[src/rtl/coord_mem_pkg.sv]
// Shared definitions for the coordinate-memory arbiter: memory ids, default widths
// and the read-return tag carried through the latency pipeline.
package coord_mem_pkg;

   localparam int ADDR_W_DEF = 8;
   localparam int DATA_W_DEF = 8;
   localparam int ID_W_DEF   = 3;
   // Requester index field in the tag; supports up to 16 requesters.
   localparam int TAG_IDX_W  = 4;

   localparam logic [ID_W_DEF-1:0] MEM_ID_XMEM = 3'd0;
   localparam logic [ID_W_DEF-1:0] MEM_ID_YMEM = 3'd1;

   typedef struct packed {
      logic                 valid;
      logic [TAG_IDX_W-1:0] req_idx;
      logic [ID_W_DEF-1:0]  mem_id;
   } rd_tag_t;

endpackage

[src/rtl/coord_mem_arbiter_if.sv]
// Requester-side handshake plus the decoder-side master bus of the coordinate
// memory arbiter; the arbiter sits on the slave modport.
interface coord_mem_arbiter_if #(
   parameter int NUM_REQ = 2,
   parameter int ADDR_W  = 8,
   parameter int DATA_W  = 8,
   parameter int ID_W    = 3
);
   logic [NUM_REQ-1:0]        req;
   logic [NUM_REQ-1:0]        req_we;
   logic [NUM_REQ*ID_W-1:0]   req_mem_id;
   logic [NUM_REQ*ADDR_W-1:0] req_addr;
   logic [NUM_REQ*DATA_W-1:0] req_wdata;
   logic [NUM_REQ-1:0]        gnt;
   logic [NUM_REQ-1:0]        rvalid;
   logic [DATA_W-1:0]         rdata;
   logic [ID_W-1:0]           mem_id_master;
   logic [ADDR_W-1:0]         address_master;
   logic [DATA_W-1:0]         data_master;
   logic                      wren_master;
   logic [DATA_W-1:0]         xmem_q;
   logic [DATA_W-1:0]         ymem_q;
   logic                      err_bad_id;

   modport slave (
      input  req, req_we, req_mem_id, req_addr, req_wdata, xmem_q, ymem_q,
      output gnt, rvalid, rdata, mem_id_master, address_master, data_master,
             wren_master, err_bad_id
   );

   modport master (
      output req, req_we, req_mem_id, req_addr, req_wdata, xmem_q, ymem_q,
      input  gnt, rvalid, rdata, mem_id_master, address_master, data_master,
             wren_master, err_bad_id
   );
endinterface

[src/rtl/rr_arbiter.sv]
// Combinational round-robin arbiter: rotate requests so the search start sits at
// bit 0, isolate the lowest set bit, rotate the one-hot grant back.
module rr_arbiter #(
   parameter int NUM_REQ = 2,
   localparam int IDX_W  = (NUM_REQ > 1) ? $clog2(NUM_REQ) : 1
) (
   input  logic [NUM_REQ-1:0] req_i,
   input  logic [IDX_W-1:0]   last_i,
   input  logic               last_vld_i,
   output logic [NUM_REQ-1:0] gnt_o
);

   logic [IDX_W-1:0]   start;
   logic [NUM_REQ-1:0] req_rot;
   logic [NUM_REQ-1:0] gnt_rot;

   // With no grant since reset the search begins at requester 0.
   always_comb begin
      start = '0;
      if (last_vld_i && (last_i != IDX_W'(NUM_REQ - 1)))
         start = last_i + IDX_W'(1);
   end

   assign req_rot = NUM_REQ'({req_i, req_i} >> start);
   assign gnt_rot = req_rot & (~req_rot + NUM_REQ'(1));
   assign gnt_o   = NUM_REQ'(({gnt_rot, gnt_rot} << start) >> NUM_REQ);

endmodule

[src/rtl/coord_mem_arbiter.sv]
// Shares XMEM/YMEM between requesters: round-robin accept, registered master bus,
// fixed-latency read tag pipeline steering q data back to the issuing requester.
module coord_mem_arbiter
   import coord_mem_pkg::*;
#(
   parameter int NUM_REQ      = 2,
   parameter int READ_LATENCY = 1,
   parameter int ADDR_W       = ADDR_W_DEF,
   parameter int DATA_W       = DATA_W_DEF,
   parameter int ID_W         = ID_W_DEF
) (
   input  logic               CLOCK_50,
   input  logic               reset_n,
   coord_mem_arbiter_if.slave bus
);

   localparam int IDX_W = (NUM_REQ > 1) ? $clog2(NUM_REQ) : 1;

   logic [NUM_REQ-1:0] gnt;
   logic               acc;
   logic [IDX_W-1:0]   acc_idx;
   logic               sel_we;
   logic [ID_W-1:0]    sel_id;
   logic [ADDR_W-1:0]  sel_addr;
   logic [DATA_W-1:0]  sel_data;
   logic               sel_bad;

   logic [IDX_W-1:0]   last_q;
   logic               last_vld_q;
   logic [ID_W-1:0]    mem_id_q;
   logic [ADDR_W-1:0]  addr_q;
   logic [DATA_W-1:0]  data_q;
   logic               wren_q;
   logic               err_q;

   rd_tag_t            tag_push;
   rd_tag_t            tag_out;
   rd_tag_t            pipe_q [READ_LATENCY+1];

   logic [NUM_REQ-1:0] rvalid_d, rvalid_q;
   logic [DATA_W-1:0]  rdata_d,  rdata_q;

   rr_arbiter #(.NUM_REQ(NUM_REQ)) u_rr (
      .req_i      (bus.req),
      .last_i     (last_q),
      .last_vld_i (last_vld_q),
      .gnt_o      (gnt)
   );

   // Select the fields of the (at most one) granted requester.
   always_comb begin
      acc_idx  = '0;
      sel_we   = 1'b0;
      sel_id   = '0;
      sel_addr = '0;
      sel_data = '0;
      for (int i = 0; i < NUM_REQ; i++) begin
         if (gnt[i]) begin
            acc_idx  = IDX_W'(i);
            sel_we   = bus.req_we[i];
            sel_id   = bus.req_mem_id[i*ID_W +: ID_W];
            sel_addr = bus.req_addr[i*ADDR_W +: ADDR_W];
            sel_data = bus.req_wdata[i*DATA_W +: DATA_W];
         end
      end
   end

   assign acc     = |gnt;
   assign sel_bad = sel_id > ID_W'(MEM_ID_YMEM);

   always_comb begin
      tag_push         = '0;
      tag_push.valid   = acc && !sel_we;
      tag_push.req_idx = TAG_IDX_W'(acc_idx);
      tag_push.mem_id  = ID_W_DEF'(sel_id);
   end

   assign tag_out = pipe_q[READ_LATENCY];

   // Tag reaching the last stage lines up with valid q from the memories.
   always_comb begin
      rvalid_d = '0;
      rdata_d  = rdata_q;
      if (tag_out.valid) begin
         for (int i = 0; i < NUM_REQ; i++)
            rvalid_d[i] = (tag_out.req_idx == TAG_IDX_W'(i));
         if (tag_out.mem_id == MEM_ID_XMEM)
            rdata_d = bus.xmem_q;
         else if (tag_out.mem_id == MEM_ID_YMEM)
            rdata_d = bus.ymem_q;
         else
            rdata_d = '0;
      end
   end

   always_ff @(posedge CLOCK_50 or negedge reset_n) begin
      if (!reset_n) begin
         last_q     <= '0;
         last_vld_q <= 1'b0;
         mem_id_q   <= '0;
         addr_q     <= '0;
         data_q     <= '0;
         wren_q     <= 1'b0;
         err_q      <= 1'b0;
         rvalid_q   <= '0;
         rdata_q    <= '0;
         for (int i = 0; i <= READ_LATENCY; i++)
            pipe_q[i] <= '0;
      end else begin
         if (acc) begin
            last_q     <= acc_idx;
            last_vld_q <= 1'b1;
            mem_id_q   <= sel_id;
            addr_q     <= sel_addr;
            data_q     <= sel_data;
         end
         wren_q    <= acc && sel_we && !sel_bad;
         err_q     <= err_q | (acc && sel_bad);
         pipe_q[0] <= tag_push;
         for (int i = 1; i <= READ_LATENCY; i++)
            pipe_q[i] <= pipe_q[i-1];
         rvalid_q  <= rvalid_d;
         rdata_q   <= rdata_d;
      end
   end

   assign bus.gnt            = gnt;
   assign bus.rvalid         = rvalid_q;
   assign bus.rdata          = rdata_q;
   assign bus.mem_id_master  = mem_id_q;
   assign bus.address_master = addr_q;
   assign bus.data_master    = data_q;
   assign bus.wren_master    = wren_q;
   assign bus.err_bad_id     = err_q;

endmodule

[src/flat_wrapper.sv]
// flat-port wrapper written by rule: the top's interface ports become plain ports
module coord_mem_arbiter_flat import coord_mem_pkg::*;
#(
   parameter int NUM_REQ      = 2,
   parameter int READ_LATENCY = 1,
   parameter int ADDR_W       = ADDR_W_DEF,
   parameter int DATA_W       = DATA_W_DEF,
   parameter int ID_W         = ID_W_DEF
)
  (CLOCK_50, reset_n, bus_req, bus_req_we, bus_req_mem_id, bus_req_addr, bus_req_wdata, bus_xmem_q, bus_ymem_q, bus_gnt, bus_rvalid, bus_rdata, bus_mem_id_master, bus_address_master, bus_data_master, bus_wren_master, bus_err_bad_id);
  coord_mem_arbiter_if #(.NUM_REQ(NUM_REQ), .ADDR_W(ADDR_W), .DATA_W(DATA_W), .ID_W(ID_W)) bus_i ();
  input  logic CLOCK_50;
  input  logic reset_n;
  input wire logic [$bits(bus_i.req)-1:0] bus_req;
  input wire logic [$bits(bus_i.req_we)-1:0] bus_req_we;
  input wire logic [$bits(bus_i.req_mem_id)-1:0] bus_req_mem_id;
  input wire logic [$bits(bus_i.req_addr)-1:0] bus_req_addr;
  input wire logic [$bits(bus_i.req_wdata)-1:0] bus_req_wdata;
  input wire logic [$bits(bus_i.xmem_q)-1:0] bus_xmem_q;
  input wire logic [$bits(bus_i.ymem_q)-1:0] bus_ymem_q;
  output wire logic [$bits(bus_i.gnt)-1:0] bus_gnt;
  output wire logic [$bits(bus_i.rvalid)-1:0] bus_rvalid;
  output wire logic [$bits(bus_i.rdata)-1:0] bus_rdata;
  output wire logic [$bits(bus_i.mem_id_master)-1:0] bus_mem_id_master;
  output wire logic [$bits(bus_i.address_master)-1:0] bus_address_master;
  output wire logic [$bits(bus_i.data_master)-1:0] bus_data_master;
  output wire logic [$bits(bus_i.wren_master)-1:0] bus_wren_master;
  output wire logic [$bits(bus_i.err_bad_id)-1:0] bus_err_bad_id;
  assign bus_i.req = bus_req;
  assign bus_i.req_we = bus_req_we;
  assign bus_i.req_mem_id = bus_req_mem_id;
  assign bus_i.req_addr = bus_req_addr;
  assign bus_i.req_wdata = bus_req_wdata;
  assign bus_i.xmem_q = bus_xmem_q;
  assign bus_i.ymem_q = bus_ymem_q;
  assign bus_gnt = bus_i.gnt;
  assign bus_rvalid = bus_i.rvalid;
  assign bus_rdata = bus_i.rdata;
  assign bus_mem_id_master = bus_i.mem_id_master;
  assign bus_address_master = bus_i.address_master;
  assign bus_data_master = bus_i.data_master;
  assign bus_wren_master = bus_i.wren_master;
  assign bus_err_bad_id = bus_i.err_bad_id;
  coord_mem_arbiter #(.NUM_REQ(NUM_REQ), .READ_LATENCY(READ_LATENCY), .ADDR_W(ADDR_W), .DATA_W(DATA_W), .ID_W(ID_W)) u_core (.CLOCK_50(CLOCK_50), .reset_n(reset_n), .bus(bus_i));
endmodule
[config.mk]
export PLATFORM = sky130hd
export DESIGN_NAME = coord_mem_arbiter_flat
export DESIGN_NICKNAME = d
export VERILOG_FILES = /design/src/rtl/coord_mem_pkg.sv /design/src/rtl/coord_mem_arbiter_if.sv /design/src/rtl/rr_arbiter.sv /design/src/rtl/coord_mem_arbiter.sv /design/src/flat_wrapper.sv
export SDC_FILE = /design/constraint.sdc
export NUM_CORES = 1
export LEC_CHECK = 0
export ABC_AREA = 1
export ABC_CLOCK_PERIOD_IN_PS = 1500
export BUFFER_PORTS_ARGS = -buffer_cell sky130_fd_sc_hd__buf_2
export CAP_MARGIN = 25
export CORE_MARGIN = 2
export CORE_UTILIZATION = 30
export CTS_CLUSTER_DIAMETER = 50
export CTS_CLUSTER_SIZE = 25
export DETAILED_ROUTE_END_ITERATION = 16
export SYNTH_ARGS = -nofsm -noshare
export SYNTH_HDL_FRONTEND = slang
export SYNTH_HIERARCHICAL = 1
export SYNTH_SLANG_ARGS = --single-unit
[constraint.sdc]
create_clock -name CLOCK_50 -period 1.5 [get_ports CLOCK_50]
set_clock_uncertainty 0.1 [all_clocks]
set_input_delay 0.075 -clock CLOCK_50 [delete_from_list [all_inputs] [get_ports CLOCK_50]]
set_output_delay 0.075 -clock CLOCK_50 [all_outputs]
set_load 0.01 [all_outputs]
==> results.py <==
metrics = {
    "sta": {
        "final.setup.worst_slack_ps": -22.2,
        "timing.fmax_mhz": 657,
        "rsz0062_at_grt": "yes",
        "hold_violations": 0,
        "finalCritPeriodShare_pct": 101,
        "period_needed_ps": 1520,
        "finalSetupViolations": 1,
        "max-slew-margin-rel_pct": 72.8,
        "worst_pin_slew_ps": 408,
        "maxSlewViolCount": 0,
    },
    "route": {
        "drc": 0,
        "drt_iter0_markers": 122,
        "wirelength_um": 5250,
        "antenna_left": 0,
        "vias": 1923,
        "vias_per_cell": 4.44,
        "wl_per_cell_um": 12.1,
        "dr.pass1.iters": 4,
    },
    "cts": {
        "clkTransAtPathRegs_ps": 80,
        "clkLatencyLatePin_ps": 290,
        "clockRootBuffer": "clkbuf_8",
        "clockBufferDepth": 2,
        "cts_buffers": 5,
        "htreeDepth": 2,
        "clock-sinks": 43,
        "cts_tree": "yes",
    },
    "worst_setup_path": {
        "critical_path_required_ps": 1580,
        "critPathKind": "reg -> reg",
        "r2r-end": "u_core/pipe_q[15]",
        "r2r_slack_ps": -20,
        "ff2ff_path_depth": 8,
        "crit_fanout": 5,
        "arrival_ps": 1610,
        "r2r-start": "u_core/last_q",
        "critPathLaunchType": "flop",
        "cp-end-kind": "flop",
    },
    "layout": {
        "fin_nets": 417,
        "final_util_pct": 51.2,
        "final_cell_count_no_fill": 433,
        "diodes": 0,
        "layout-drive-gt1-share_pct": 36.3,
        "syn_to_final_growth_pct": 65.4,
        "fillers": 543,
    },
    "outcome": {
        "outcome": "finished with violations",
        "violations": "negative setup slack",
    },
    "power": {
        "peakVddDrop_v": 0.000445,
        "p_leak_nw": 1.65,
        "seq_power_share_pct": 47.0,
        "p_total_mw": 3.06,
        "swShare_pct": 31.0,
        "pwr-share-clk_pct": 23.1,
        "switchingPower_uw": 946,
        "pwr-share-comb_pct": 29.9,
        "power.density_nw_per_um2": 1010,
        "p_int_mw": 2.11,
    },
    "grt": {
        "grt_pass1_wl_um": 8020,
        "track_usage_pct": 15.6,
        "grt_max_degree": 44,
        "antenna_found_initial": 0,
        "overflow": 0,
        "grt_pass1_vias": 1842,
    },
    "synthesis": {
        "syn_area_um2": 1830,
        "synth_cells": 211,
        "synth_cell_types": 19,
        "yosysSeqAreaShare_pct": 58.7,
        "synth_nets": 271,
        "synth_area_leaders": "dfrtp_1 59%, nand2_1 20%, nand3_1 6.8%",
        "yosys_register_bits": 43,
        "synth.top_cell.area_share_pct": 58.7,
        "yosysTopAreaCell": "dfrtp_1",
        "synth_area_per_cell_um2": 8.69,
        "ys_warn_count": 6,
    },
    "floorplan": {
        "die_area_um2": 6750,
        "core-area_um2": 5920,
        "die_x_um": 82.2,
        "initial_core_util_pct": 31.0,
        "row_count": 28,
        "dieHeight_um": 82.2,
        "ios": 93,
    },
    "place": {
        "place_inst": 377,
        "gp_congestion": 0.704,
        "portBuffers": 92,
        "dp_slack_ps": -58.9,
        "dp_hpwl_um": 3100,
    },
    "worst_hold_path": {
        "whs_path_depth": 5,
        "hold_class": "in -> reg",
        "hp-start": "bus_xmem_q[1]",
        "min_to": "u_core/bus.rdata[1]",
    },
    "flow_run": {
        "drv_cap": 0,
    },
}
==> flip-flops by register name, summed over array words and instances, names as in the netlist <==
| name | cells |
|---|---|
| u_core/bus.address_master | 8 |
| u_core/bus.data_master | 8 |
| u_core/bus.mem_id_master | 3 |
| u_core/bus.rdata | 8 |
| u_core/last_q | 1 |
| u_core/last_vld_q | 1 |
| u_core/bus.wren_master | 1 |
| u_core/pipe_q | 10 |
| u_core/bus.err_bad_id | 1 |
| u_core/bus.rvalid | 2 |
==> layer usage <==
metal | wire length (um) | track usage (%) | vias to the layer above
li1 | - | - | 956
met2 | 2740 | 29.4 | 82
met3 | 373 | 3.48 | 4
met5 | 0 | 0 | -
met1 | 2100 | 17.4 | 881
met4 | 33 | 4.83 | 0
==> synthesized netlist by cell type, drive strengths merged <==
master	number
or2	1
nand4	8
a21oi	1
clkinv	1
nand3	25
and2	1
nand3b	1
nor2	7
dfrtp	43
o21a	1
inv	12
nand2	101
a21boi	1
buf	8
==> per-stage QoR <==
step / hold WS [ps] / TNS, ps / cell area [um2]
floorplan: -321 / 0 / 1840
global placement: -30.7 / 0 / 2420
detailed placement: -23.7 / -104 / 2420
CTS: 7.82 / 0 / 2990
global route: 21.1 / -721 / 3030
finish: 21.8 / -22.2 / 3030
==> cell type report <==
type | count | area, um2 | area share [%]
Clock buffer | 6 | 72.6 | 2.39
Sequential cell | 43 | 1080 | 35.5
Tap cell | 75 | 93.8 | 3.10
Timing Repair Buffer | 147 | 1050 | 34.6
Clock inverter | 2 | 12.5 | 0.413
Inverter | 13 | 48.8 | 1.61
Multi-Input combinational cell | 147 | 679 | 22.4
==> power by group through the flow <==
stage / combinational (mW) / sequential (mW) / clock (mW)
after floorplan: 0.333 / 1.52 / 0
after global placement: 0.742 / 1.45 / 0
after detailed placement: 0.752 / 1.46 / 0
after CTS: 0.886 / 1.44 / 0.745
after global routing: 1.01 / 1.46 / 0.796
final: 0.914 / 1.44 / 0.704
==> worst max-delay path, cell delays in order (launching register included) <==
cell and delay [ps]:
dfrtp_1 380, inv_1 70, nand2_2 70, a21oi_4 250
buf_6 140, buf_4 100, nand2_1 40, a21boi_1 130
and2_1 150
==> worst max path at each step <==
stage,start,endpoint,depth (start not counted)
5_1_grt,u_core/last_q,u_core/pipe_q[15],8
3_5_place_dp,u_core/last_q,u_core/pipe_q[15],8
6_report,u_core/last_q,u_core/pipe_q[15],8
3_3_place_gp,u_core/last_vld_q,u_core/pipe_q[15],7
2_1_floorplan,u_core/last_q,u_core/last_vld_q,8
4_1_cts,u_core/last_q,u_core/bus.address_master[7],9
==> layout by cell type (no fill, tap or decap), drive strengths merged <==
| cell | instances |
|---|---|
| buf | 108 |
| nand2 | 101 |
| dfrtp | 43 |
| dlygate4sd3 | 38 |
| nand3 | 25 |
| inv | 12 |
| nand4 | 8 |
| nor2 | 7 |
| clkbuf | 6 |
| clkinv | 2 |
| clkinvlp | 1 |
| bufbuf | 1 |
| a21boi | 1 |
| and2 | 1 |
| o21a | 1 |
| nand3b | 1 |
| or2 | 1 |
| a21oi | 1 |
==> logic make-up after synthesis <==
| group | after synthesis | share of synthesized area [%] |
|---|---|---|
| AOI/OAI and AO/OA | 3 | 1.71 |
| buffers and inverters | 21 | 5.46 |
| and+or+nand+nor | 144 | 34.1 |
| DFF | 43 | 58.7 |
==> what timing repair did <==
action | in CTS | in global routing
endpoints found under the setup margin | 20 | 24
setup buffers | 7 | 2
cloned | 1 | 0
endpoints found under the hold margin | 65 | 0
hold buffers | 38 | 0
gates resized for setup | 1 | 9
pin swaps | 2 | 8
Note: power is estimated with default switching activity, not from simulation.
